==> config.mk <==
export PLATFORM = sky130hd
export DESIGN_NAME = instr_packer
export DESIGN_NICKNAME = d
export VERILOG_FILES = /design/src/rtl/instr_packer.sv
export SDC_FILE = /design/constraint.sdc
export NUM_CORES = 1
export LEC_CHECK = 0
export CAP_MARGIN = 20
export CORE_MARGIN = 1.5
export CORE_UTILIZATION = 50
export DETAILED_ROUTE_END_ITERATION = 7
export DONT_BUFFER_PORTS = 1
export GPL_ROUTABILITY_DRIVEN = 0
export GPL_TIMING_DRIVEN = 0
export PLACE_DENSITY_LB_ADDON = 0.15
export SLEW_MARGIN = 20
export SYNTH_ARGS = -nofsm -noshare
export SYNTH_HDL_FRONTEND = slang
export SYNTH_SLANG_ARGS = --single-unit
==> constraint.sdc <==
create_clock -name IPK_clk_i -period 4.9 [get_ports IPK_clk_i]
set_clock_uncertainty 0.2 [all_clocks]
set_input_delay 0.98 -clock IPK_clk_i [delete_from_list [all_inputs] [get_ports IPK_clk_i]]
set_output_delay 0.98 -clock IPK_clk_i [all_outputs]
set_load 0.01 [all_outputs]
==> src/rtl/instr_packer.sv <==
// Packs decoded MIPS fields (R/I/J) into 32-bit words and streams them, with IM byte addresses, through a small FIFO.
// Optional build macro IPK_SHAMT_EN adds the IPK_shamt_i input (R-format bits [10:6]).
module instr_packer #(
    parameter int          DEPTH     = 4,
    parameter logic [31:0] BASE_ADDR = 32'h0000_3000
) (
    input  logic        IPK_clk_i,
    input  logic        IPK_rst_n_i,
    input  logic [1:0]  IPK_fmt_i,
    input  logic [5:0]  IPK_op_i,
    input  logic [5:0]  IPK_fun_i,
    input  logic [4:0]  IPK_rs_i,
    input  logic [4:0]  IPK_rt_i,
    input  logic [4:0]  IPK_rd_i,
    input  logic [15:0] IPK_imm_i,
    input  logic [25:0] IPK_i26_i,
`ifdef IPK_SHAMT_EN
    input  logic [4:0]  IPK_shamt_i,
`endif
    input  logic        IPK_valid_i,
    output logic        IPK_ready_o,
    output logic [31:0] IPK_instr_o,
    output logic [31:0] IPK_addr_o,
    output logic        IPK_valid_o,
    input  logic        IPK_ready_i,
    output logic        IPK_err_o,
    output logic [15:0] IPK_count_o
);

    localparam int AW = (DEPTH > 1) ? $clog2(DEPTH) : 1;
    localparam logic [AW:0] PTR_ONE = {{AW{1'b0}}, 1'b1};

    typedef enum logic [1:0] {
        FMT_R   = 2'b00,
        FMT_I   = 2'b01,
        FMT_J   = 2'b10,
        FMT_BAD = 2'b11
    } fmt_e;

    logic [31:0] mem_q [DEPTH];
    logic [AW:0] wr_ptr_q, wr_ptr_d;
    logic [AW:0] rd_ptr_q, rd_ptr_d;
    logic [31:0] addr_q, addr_d;
    logic [15:0] count_q, count_d;
    logic        err_q, err_d;

    logic [4:0]  shamt_w;
    logic [31:0] word_w;
    logic        full_w, empty_w, in_fire_w, push_w, pop_w;

`ifdef IPK_SHAMT_EN
    assign shamt_w = IPK_shamt_i;
`else
    assign shamt_w = 5'd0;
`endif

    // Full: same slot index, opposite wrap bit; empty: identical pointers.
    assign full_w  = (wr_ptr_q[AW-1:0] == rd_ptr_q[AW-1:0]) && (wr_ptr_q[AW] != rd_ptr_q[AW]);
    assign empty_w = (wr_ptr_q == rd_ptr_q);

    always_comb begin
        word_w = 32'd0;
        case (fmt_e'(IPK_fmt_i))
            FMT_R:   word_w = {IPK_op_i, IPK_rs_i, IPK_rt_i, IPK_rd_i, shamt_w, IPK_fun_i};
            FMT_I:   word_w = {IPK_op_i, IPK_rs_i, IPK_rt_i, IPK_imm_i};
            FMT_J:   word_w = {IPK_op_i, IPK_i26_i};
            default: word_w = 32'd0;
        endcase

        in_fire_w = IPK_valid_i && !full_w;
        push_w    = in_fire_w && (IPK_fmt_i != FMT_BAD);
        pop_w     = !empty_w && IPK_ready_i;

        wr_ptr_d = push_w ? wr_ptr_q + PTR_ONE : wr_ptr_q;
        rd_ptr_d = pop_w  ? rd_ptr_q + PTR_ONE : rd_ptr_q;
        addr_d   = pop_w  ? addr_q + 32'd4     : addr_q;
        count_d  = pop_w  ? count_q + 16'd1    : count_q;
        err_d    = err_q || (in_fire_w && (IPK_fmt_i == FMT_BAD));
    end

    always_ff @(posedge IPK_clk_i) begin
        if (!IPK_rst_n_i) begin
            wr_ptr_q <= '0;
            rd_ptr_q <= '0;
            addr_q   <= BASE_ADDR;
            count_q  <= 16'd0;
            err_q    <= 1'b0;
        end else begin
            wr_ptr_q <= wr_ptr_d;
            rd_ptr_q <= rd_ptr_d;
            addr_q   <= addr_d;
            count_q  <= count_d;
            err_q    <= err_d;
        end
    end

    // Storage needs no reset: the pointers alone decide what is live.
    always_ff @(posedge IPK_clk_i) begin
        if (push_w) begin
            mem_q[wr_ptr_q[AW-1:0]] <= word_w;
        end
    end

    assign IPK_ready_o = !full_w;
    assign IPK_valid_o = !empty_w;
    assign IPK_instr_o = empty_w ? 32'd0 : mem_q[rd_ptr_q[AW-1:0]];
    assign IPK_addr_o  = addr_q;
    assign IPK_err_o   = err_q;
    assign IPK_count_o = count_q;

endmodule

Word-level counts from Yosys, hierarchy flattened
Memory sizes are Yosys's and may differ from the RTL's. A register that Yosys moved wholly into a read port is not among the register bits.
Cells that the tools add are included.
Storage, ports and cells
  memories kept: 1
  register bits after elaboration: 55
  output and inout bits: 83
  input port bits: 75
  bits in writable memories: 128
  logic and storage cells: 32
Memory list
  mem_q: depth 4, bits a word 32, read ports 1, clocked after Yosys merged registers in 1, write ports 1, line 40  | logic [31:0] mem_q [DEPTH];
Operators by class
  equality and inequality tests: 7
  reductions and logical operators: 9
  add/subtract/negate cells: 4
  multiplexer cells: 6
Operator list (count)
  $pmux W32 S3: 1
  $add A32 B3 Y32 const B: 1
  $mux W32: 1
  $add A16 B1 Y16 const B: 1
  $add A3 B1 Y3 const B: 2
  $logic_and A1 B1 Y1: 5
  $eq A2 B2 Y1 const B: 2
  $mux W2: 2
  $eq A3 B3 Y1: 1
  $eq A2 B1 Y1 const B: 1
  $eq A2 B2 Y1: 1
  $logic_not A1 Y1: 2
  $logic_not A2 Y1: 1
  $mux W1: 2
  $ne A2 B2 Y1 const B: 1
  $logic_or A1 B1 Y1: 1
  $ne A1 B1 Y1: 1

Depth between registers and ports, before layout
Gate-level depths: netlist of run 1.
  word-level depth: 7
  depth in mapped cells: 6
  mapped depth without buffers: 5

Worst setup path before layout of run 1
No wires, ideal clock.
  path type: input port to flip-flop
  from: input port IPK_fmt_i[1]
  to: memory mem_q[3][0], enable pin
  required time: 4.215 ns
  cell stages on the path: 3
  buffers on the path: 1
  setup time: 0.485 ns
  arrival time: 3.903 ns
  setup slack: 0.312 ns
  cell sequence: clkbuf_1 > and2_1 > a311oi_1
On the way
  word-level cells in the longest chain between the ends: 4
RTL lines
  start, declared: line 9  | input logic [1:0] IPK_fmt_i,
  $ne A2 B2 Y1: line 71  | push_w = in_fire_w && (IPK_fmt_i != FMT_BAD);
  $logic_and A1 B1 Y1: line 71
  $mux W1: line 99  | if (push_w) begin
  $mux W1 (implied by the code): line 100  | mem_q[wr_ptr_q[AW-1:0]] <= word_w;
  end, declared: line 40
No other way between the ends.

Final worst setup path of run 1
  from: register wr_ptr_q[0]
  to: output port IPK_instr_o[3]
On the way
  word-level cells in the longest chain between the ends: 2
RTL lines
  start, declared: line 41  | logic [AW:0] wr_ptr_q, wr_ptr_d;
  start signal, assigned: line 89  | wr_ptr_q <= wr_ptr_d;
  $eq A3 B3 Y1: line 59  | assign empty_w = (wr_ptr_q == rd_ptr_q);
  $mux W32: line 106  | assign IPK_instr_o = empty_w ? 32'd0 : mem_q[rd_ptr_q[AW-1:0]];
  end, declared: line 22  | output logic [31:0] IPK_instr_o,
No other way between the ends.

==> reports/metrics.cfg, run 1 <==
[worst_hold_path]
hp-class = flip-flop to flip-flop
hold_depth = 2

[finish]
register_area_um2 = 4940
syn2layout_area_growth_pct = 11.5
final_cell_area_um2 = 9070
drive_above_1_share = 0.131
nFillCells = 1320
nNetsFinal = 720
multi_input_area_um2 = 2980

[cts]
cts_hold_buf = 0
tritoncts = done
clk_latency_ns = 0.42
cts_setup_buffers = 0
numCtsBuffers = 17
clk_pin_slew_ns = 0.06
htreeDepth = 4
root_buffer = clkbuf_16
cts-resized-gates = 0
ctsLongestPathBuffers = 2
numClockSinks = 183

[status]
run_status = completed

[pwr]
p_sw_frac = 0.270
vdd_drop_max_mv = 0.256
powerDensity_nw_per_um2 = 391
p_leak_nw = 2.90
clockPowerShare = 0.338
switchingPower_mw = 0.958
p_int_mw = 2.59
comb_power_share = 0.166
sequentialPowerShare = 0.495
total_power_mw = 3.55

[grt]
grtUsageTotal = 0.219
grt_start_max_net_pins = 18
grt_pass1_vias = 5176
antenna_found_initial = 1
grt_overflow_total = 0
grt_first_pass_wirelength_mm = 27.7

[synth]
synth-async-reset-ratio = 0
synth.most_common_cell = edfxtp_1
syn-instance-count = 612
synth_common_cells = edfxtp_1, dfxtp_1, nand2_1
synthesis.area_um2 = 8140
synth-seq-cells = 183
ys_warn_count = 0
ys_seq_area_frac = 0.608
post_synth_num_cell_types = 47
synth_edf_count = 128
avgSynthCellArea_um2 = 13.3
yosys-top-cells-area = edfxtp_1, dfxtp_1, mux4_2
synth_area_leader_cell = edfxtp_1
synthFlopType = edfxtp_1
synth_top_area_share = 0.472

[flow_run]
maxCapViolations = 0

[timing]
hold_viol_final = 0
report.final.setup_viol = 0
slew_violations = 0
relSlewSlack = 0.413
tightest_slew_ns = 0.875
rsz0062_at_grt = false
fin_crit_ns = 3.89
post-route-period-util = 0.794
tns_ns = 0
fmax_mhz = 257

[floorplan]
die_h_um = 131
io_pins = 158
die_area_um2 = 17100
die_x_um = 131
core_area_um2 = 15900
initial_utilization = 0.512
std_cell_rows = 46

[worst_setup_path]
crit_arrival_ns = 2.71
start_kind = flip-flop
worst_ep_required_time_ns = 3.72
end_kind = primary output
cp_max_fo = 10
rr_worst_depth = 4
path_class = flip-flop to primary output

[route]
detail_route.iter0.violations = 350
drc = 0
vias_per_cell = 5.91
vias = 5134
routedWlPerCell_um = 20.6
wl_mm = 17.9
firstDrtPassIters = 4
ant_nets = 0

[place]
io_buffer_count = 0
dp_hpwl_mm = 12.4
placed_cell_area_um2 = 8550

==> through the flow <==
stage          utilization  worst slack, ns  cells  hold slack, ns
2_1_floorplan            -            0.312    613           0.286
3_3_place_gp         0.530            -2.01    829           0.300
3_5_place_dp         0.539             1.37    835           0.308
4_1_cts              0.571            0.909    867           0.317
5_1_grt              0.571            0.740    867           0.337
6_report             0.571             1.01    868           0.312
==> area by class of cell <==
type,instances,share of cell area
diodes,1,0.000276
plain buffers,39,0.0199
clock buffers,20,0.0481
clock inverters,12,0.00869
inverters,16,0.00662
multi-input cells,375,0.328
flip-flops and latches,183,0.545
well taps,216,0.0298
repair buffers,6,0.0132
==> sequential cells by signal (all words and copies together) (netlist names), named ones only <==
name,cells
mem_q,128
IPK_count_o,16
IPK_addr_o,30
IPK_err_o,1
rd_ptr_q,3
wr_ptr_q,3
==> critical path, stage by stage, from the launching register on <==
cell      delay (ns)
dfxtp_1         0.49
xor2_2          0.49
nor3_2          0.10
inv_1           0.10
clkbuf_1        0.41
clkbuf_1        0.41
and2_1          0.28
==> cells in the final DEF, fill, tap and decap left out, drive strengths merged, types with 19 or more instances in the layout <==
cell      n
o31ai    19
nand2    52
edfxtp  128
clkbuf   48
dfxtp    55
o21ai    26
mux4     32
a21oi    25
and2     44
nand3    20
==> logic make-up (layout without fill, tap and decap cells) <==
group,after synthesis,in the layout,share of synthesized area
AOI/OAI and AO/OA,97,97,0.0807
DFF,183,183,0.608
muxes,50,50,0.111
xor gates and xnor gates,18,18,0.0235
buffers and inverters,55,93,0.0295
other,1,3,0.000461
and+or+nand+nor,201,201,0.137
adders and majority gates,7,7,0.0108
==> power by group through the flow <==
stage               clock (mW)  sequential, mW  combinational [mW]
finish                    1.20            1.76               0.590
detailed placement           0            1.79               0.605
global placement             0            1.79               0.585
CTS                       1.23            1.76               0.607
floorplan                    0            1.78               0.445
global route              1.29            1.76               0.651
==> per-layer routing <==
| metal | wire length, µm | GRT usage |
|---|---|---|
| met1 | 7410 | 0.272 |
| met2 | 8960 | 0.371 |
| met3 | 1380 | 0.0635 |
| met4 | 144 | 0.0730 |
| met5 | 0 | 0 |
==> final timing paths <==
check                          startpoint                           end  slack, ns
max              wr_ptr_q[0]$_SDFFE_PN0P_                IPK_instr_o[3]       1.01
min          IPK_count_o[15]$_SDFFE_PN0P_  IPK_count_o[15]$_SDFFE_PN0P_       0.31
max reg2reg      wr_ptr_q[0]$_SDFFE_PN0P_        mem_q[2][21]$_DFFE_PP_       2.27
min reg2reg  IPK_count_o[15]$_SDFFE_PN0P_  IPK_count_o[15]$_SDFFE_PN0P_       0.31
Note: power is estimated with default switching activity, not from simulation.
==> run 2: changes to the inputs <==
==> constraint.sdc (replaced) <==
create_clock -name IPK_clk_i -period 3.1 [get_ports IPK_clk_i]
set_clock_uncertainty 0.2 [all_clocks]
set_input_delay 0.62 -clock IPK_clk_i [delete_from_list [all_inputs] [get_ports IPK_clk_i]]
set_output_delay 0.62 -clock IPK_clk_i [all_outputs]
set_load 0.01 [all_outputs]
==> reports/metrics.cfg, run 2 (same netlist as run 1, synthesis figures left out) <==
[grt]
grt_pass1_vias = 5007  ; was 5,176
grt_first_pass_wirelength_mm = 27.6  ; was 27.7 mm
grt_start_max_net_pins = 26  ; was 18
grtUsageTotal = 0.218  ; was 0.219
grt_overflow_total = 0  ; unchanged
antenna_found_initial = 0  ; was 1

[route]
vias_per_cell = 5.96  ; was 5.91
firstDrtPassIters = 5  ; was 4
vias = 5187  ; was 5,134
wl_mm = 18.2  ; was 17.9 mm
routedWlPerCell_um = 20.9  ; was 20.6 µm
detail_route.iter0.violations = 435  ; was 350
ant_nets = 0  ; unchanged
drc = 0  ; unchanged

[cts]
clk_pin_slew_ns = 0.07  ; was 0.06 ns
clk_latency_ns = 0.43  ; was 0.42 ns
ctsLongestPathBuffers = 2  ; unchanged
root_buffer = clkbuf_16  ; unchanged
cts_hold_buf = 0  ; unchanged
numCtsBuffers = 17  ; unchanged
tritoncts = done  ; unchanged
numClockSinks = 183  ; unchanged
htreeDepth = 4  ; unchanged

[worst_setup_path]
cp_cell_sequence = clkbuf_1, clkbuf_4, mux4_2, and2_1  ; was xor2_2, nor3_2, inv_1, clkbuf_1, clkbuf_1, and2_1
cp_max_fo = 10  ; unchanged
start_kind = flip-flop  ; unchanged
slowest_delay_ns = 0.54  ; was 0.49 ns
end_kind = primary output  ; unchanged
cpLargestDelayFamily = buffers and inverters  ; unchanged
path_class = flip-flop to primary output  ; unchanged
worst_ep_required_time_ns = 2.28  ; was 3.72 ns
crit_arrival_ns = 2.12  ; was 2.71 ns
critPathBufInv = 2  ; was 3
crit_slowest_cell = mux4_2  ; was dfxtp_1

[finish]
final_common_cell = edfxtp_1  ; unchanged
syn2layout_area_growth_pct = 13.3  ; was 11.5%
largest_register_ff_count = 128  ; unchanged
fin_cells = 870  ; was 868
final_cell_mix = edfxtp_1, nand2_1, dfxtp_1, and2_1, mux4_2  ; was edfxtp_1, dfxtp_1, nand2_1, and2_1, mux4_2
drive_above_1_share = 0.154  ; was 0.131
final_cell_area_um2 = 9220  ; was 9070 µm²
nNetsFinal = 723  ; was 720
antenna_cells = 0  ; was 1

[floorplan]
std_cell_rows = 46  ; unchanged
core_area_um2 = 15900  ; unchanged
io_pins = 158  ; unchanged
initial_utilization = 0.512  ; unchanged
die_x_um = 131  ; unchanged
die_h_um = 131  ; unchanged
die_area_um2 = 17100  ; unchanged

[place]
placed_cell_area_um2 = 8530  ; was 8550 µm²
placed_cells = 835  ; unchanged
dp_hpwl_mm = 12.4  ; about the same
io_buffer_count = 0  ; unchanged

[timing]
fin_crit_ns = 2.94
rsz0062_at_grt = false  ; unchanged
report.final.setup_viol = 0  ; unchanged
relSlewSlack = 0.427  ; was 0.413
slew_violations = 0  ; unchanged
tightest_slew_ns = 0.859  ; was 0.875 ns
hold_viol_final = 0  ; unchanged
post-route-period-util = 0.949
fmax_mhz = 340

[flow_run]
maxCapViolations = 0  ; unchanged

[worst_hold_path]
hp-class = input pin to flip-flop  ; was flip-flop to flip-flop

[pwr]
p_leak_nw = 3.00  ; was 2.90 nW
vdd_drop_max_mv = 0.428  ; was 0.256 mV
powerDensity_nw_per_um2 = 655  ; was 391 nW/µm²

[status]
run_status = completed  ; unchanged

-- run 2: cell types whose count changed in the layout (fill, tap and decap cells not counted), sizes merged --
cell	delta
clkbuf	-1
inv	+2
bufinv	+4
diode	-1
clkinvlp	-3
buf	+1
-- run 2: report_power, final --
group | internal, mW | switching, mW | total (mW)
clock network | 1.36 | 0.935 | 2.29
logic | 0.375 | 0.590 | 0.965
registers | 2.72 | 0.0584 | 2.78
-- run 2: layer usage --
metal | vias to the layer above | track usage | part of all wire
met5 | - | 0 | 0
met4 | 0 | 0.0653 | 0.010
met3 | 11 | 0.0639 | 0.064
met2 | 154 | 0.346 | 0.49
met1 | 2617 | 0.293 | 0.44
li1 | 2405 | - | -
-- run 2: what timing repair did --
item,in CTS,in global routing
setup endpoints to repair,32,29
gates resized for setup,12,5
buffers inserted,3,0
pin swaps,2,0
-- run 2: final cells by class --
cell class / instances / area [µm²]
Multi-Input combinational cell: 375 / 3000
Fill cell: 1308 / 6670
Inverter: 16 / 60.1
Timing Repair Buffer: 9 / 120
Sequential cell: 183 / 4950
Tap cell: 216 / 270
Buffer: 39 / 194
Clock buffer: 17 / 425
Clock inverter: 15 / 199
-- run 2: metrics by stage --
stage	setup slack, ns	util	TNS (ns)	hold slack [ns]	power [mW]
2_1_floorplan	0.0396	-	0	0.286	3.52
3_3_place_gp	-1.30	0.530	-82.25	0.302	3.75
3_5_place_dp	-0.207	0.537	-3.23	0.320	3.79
4_1_cts	0.0214	0.580	0	0.125	6.10
5_1_grt	0.00301	0.580	0	0.123	6.27
6_report	0.159	0.580	0	0.141	6.04
-- run 2: final timing paths --
| path | from | to | slack, ns | cells past startpoint |
|---|---|---|---|---|
| max | flip-flop | IPK_instr_o[11] | 0.16 | 4 |
| min | IPK_rst_n_i | IPK_addr_o[24]$_SDFFE_PN0P_ | 0.14 | 2 |
| max reg2reg | rd_ptr_q[2]$_SDFFE_PN0P_ | IPK_addr_o[29]$_SDFFE_PN0P_ | 0.80 | 7 |
| min reg2reg | IPK_count_o[15]$_SDFFE_PN0P_ | IPK_count_o[15]$_SDFFE_PN0P_ | 0.32 | 2 |
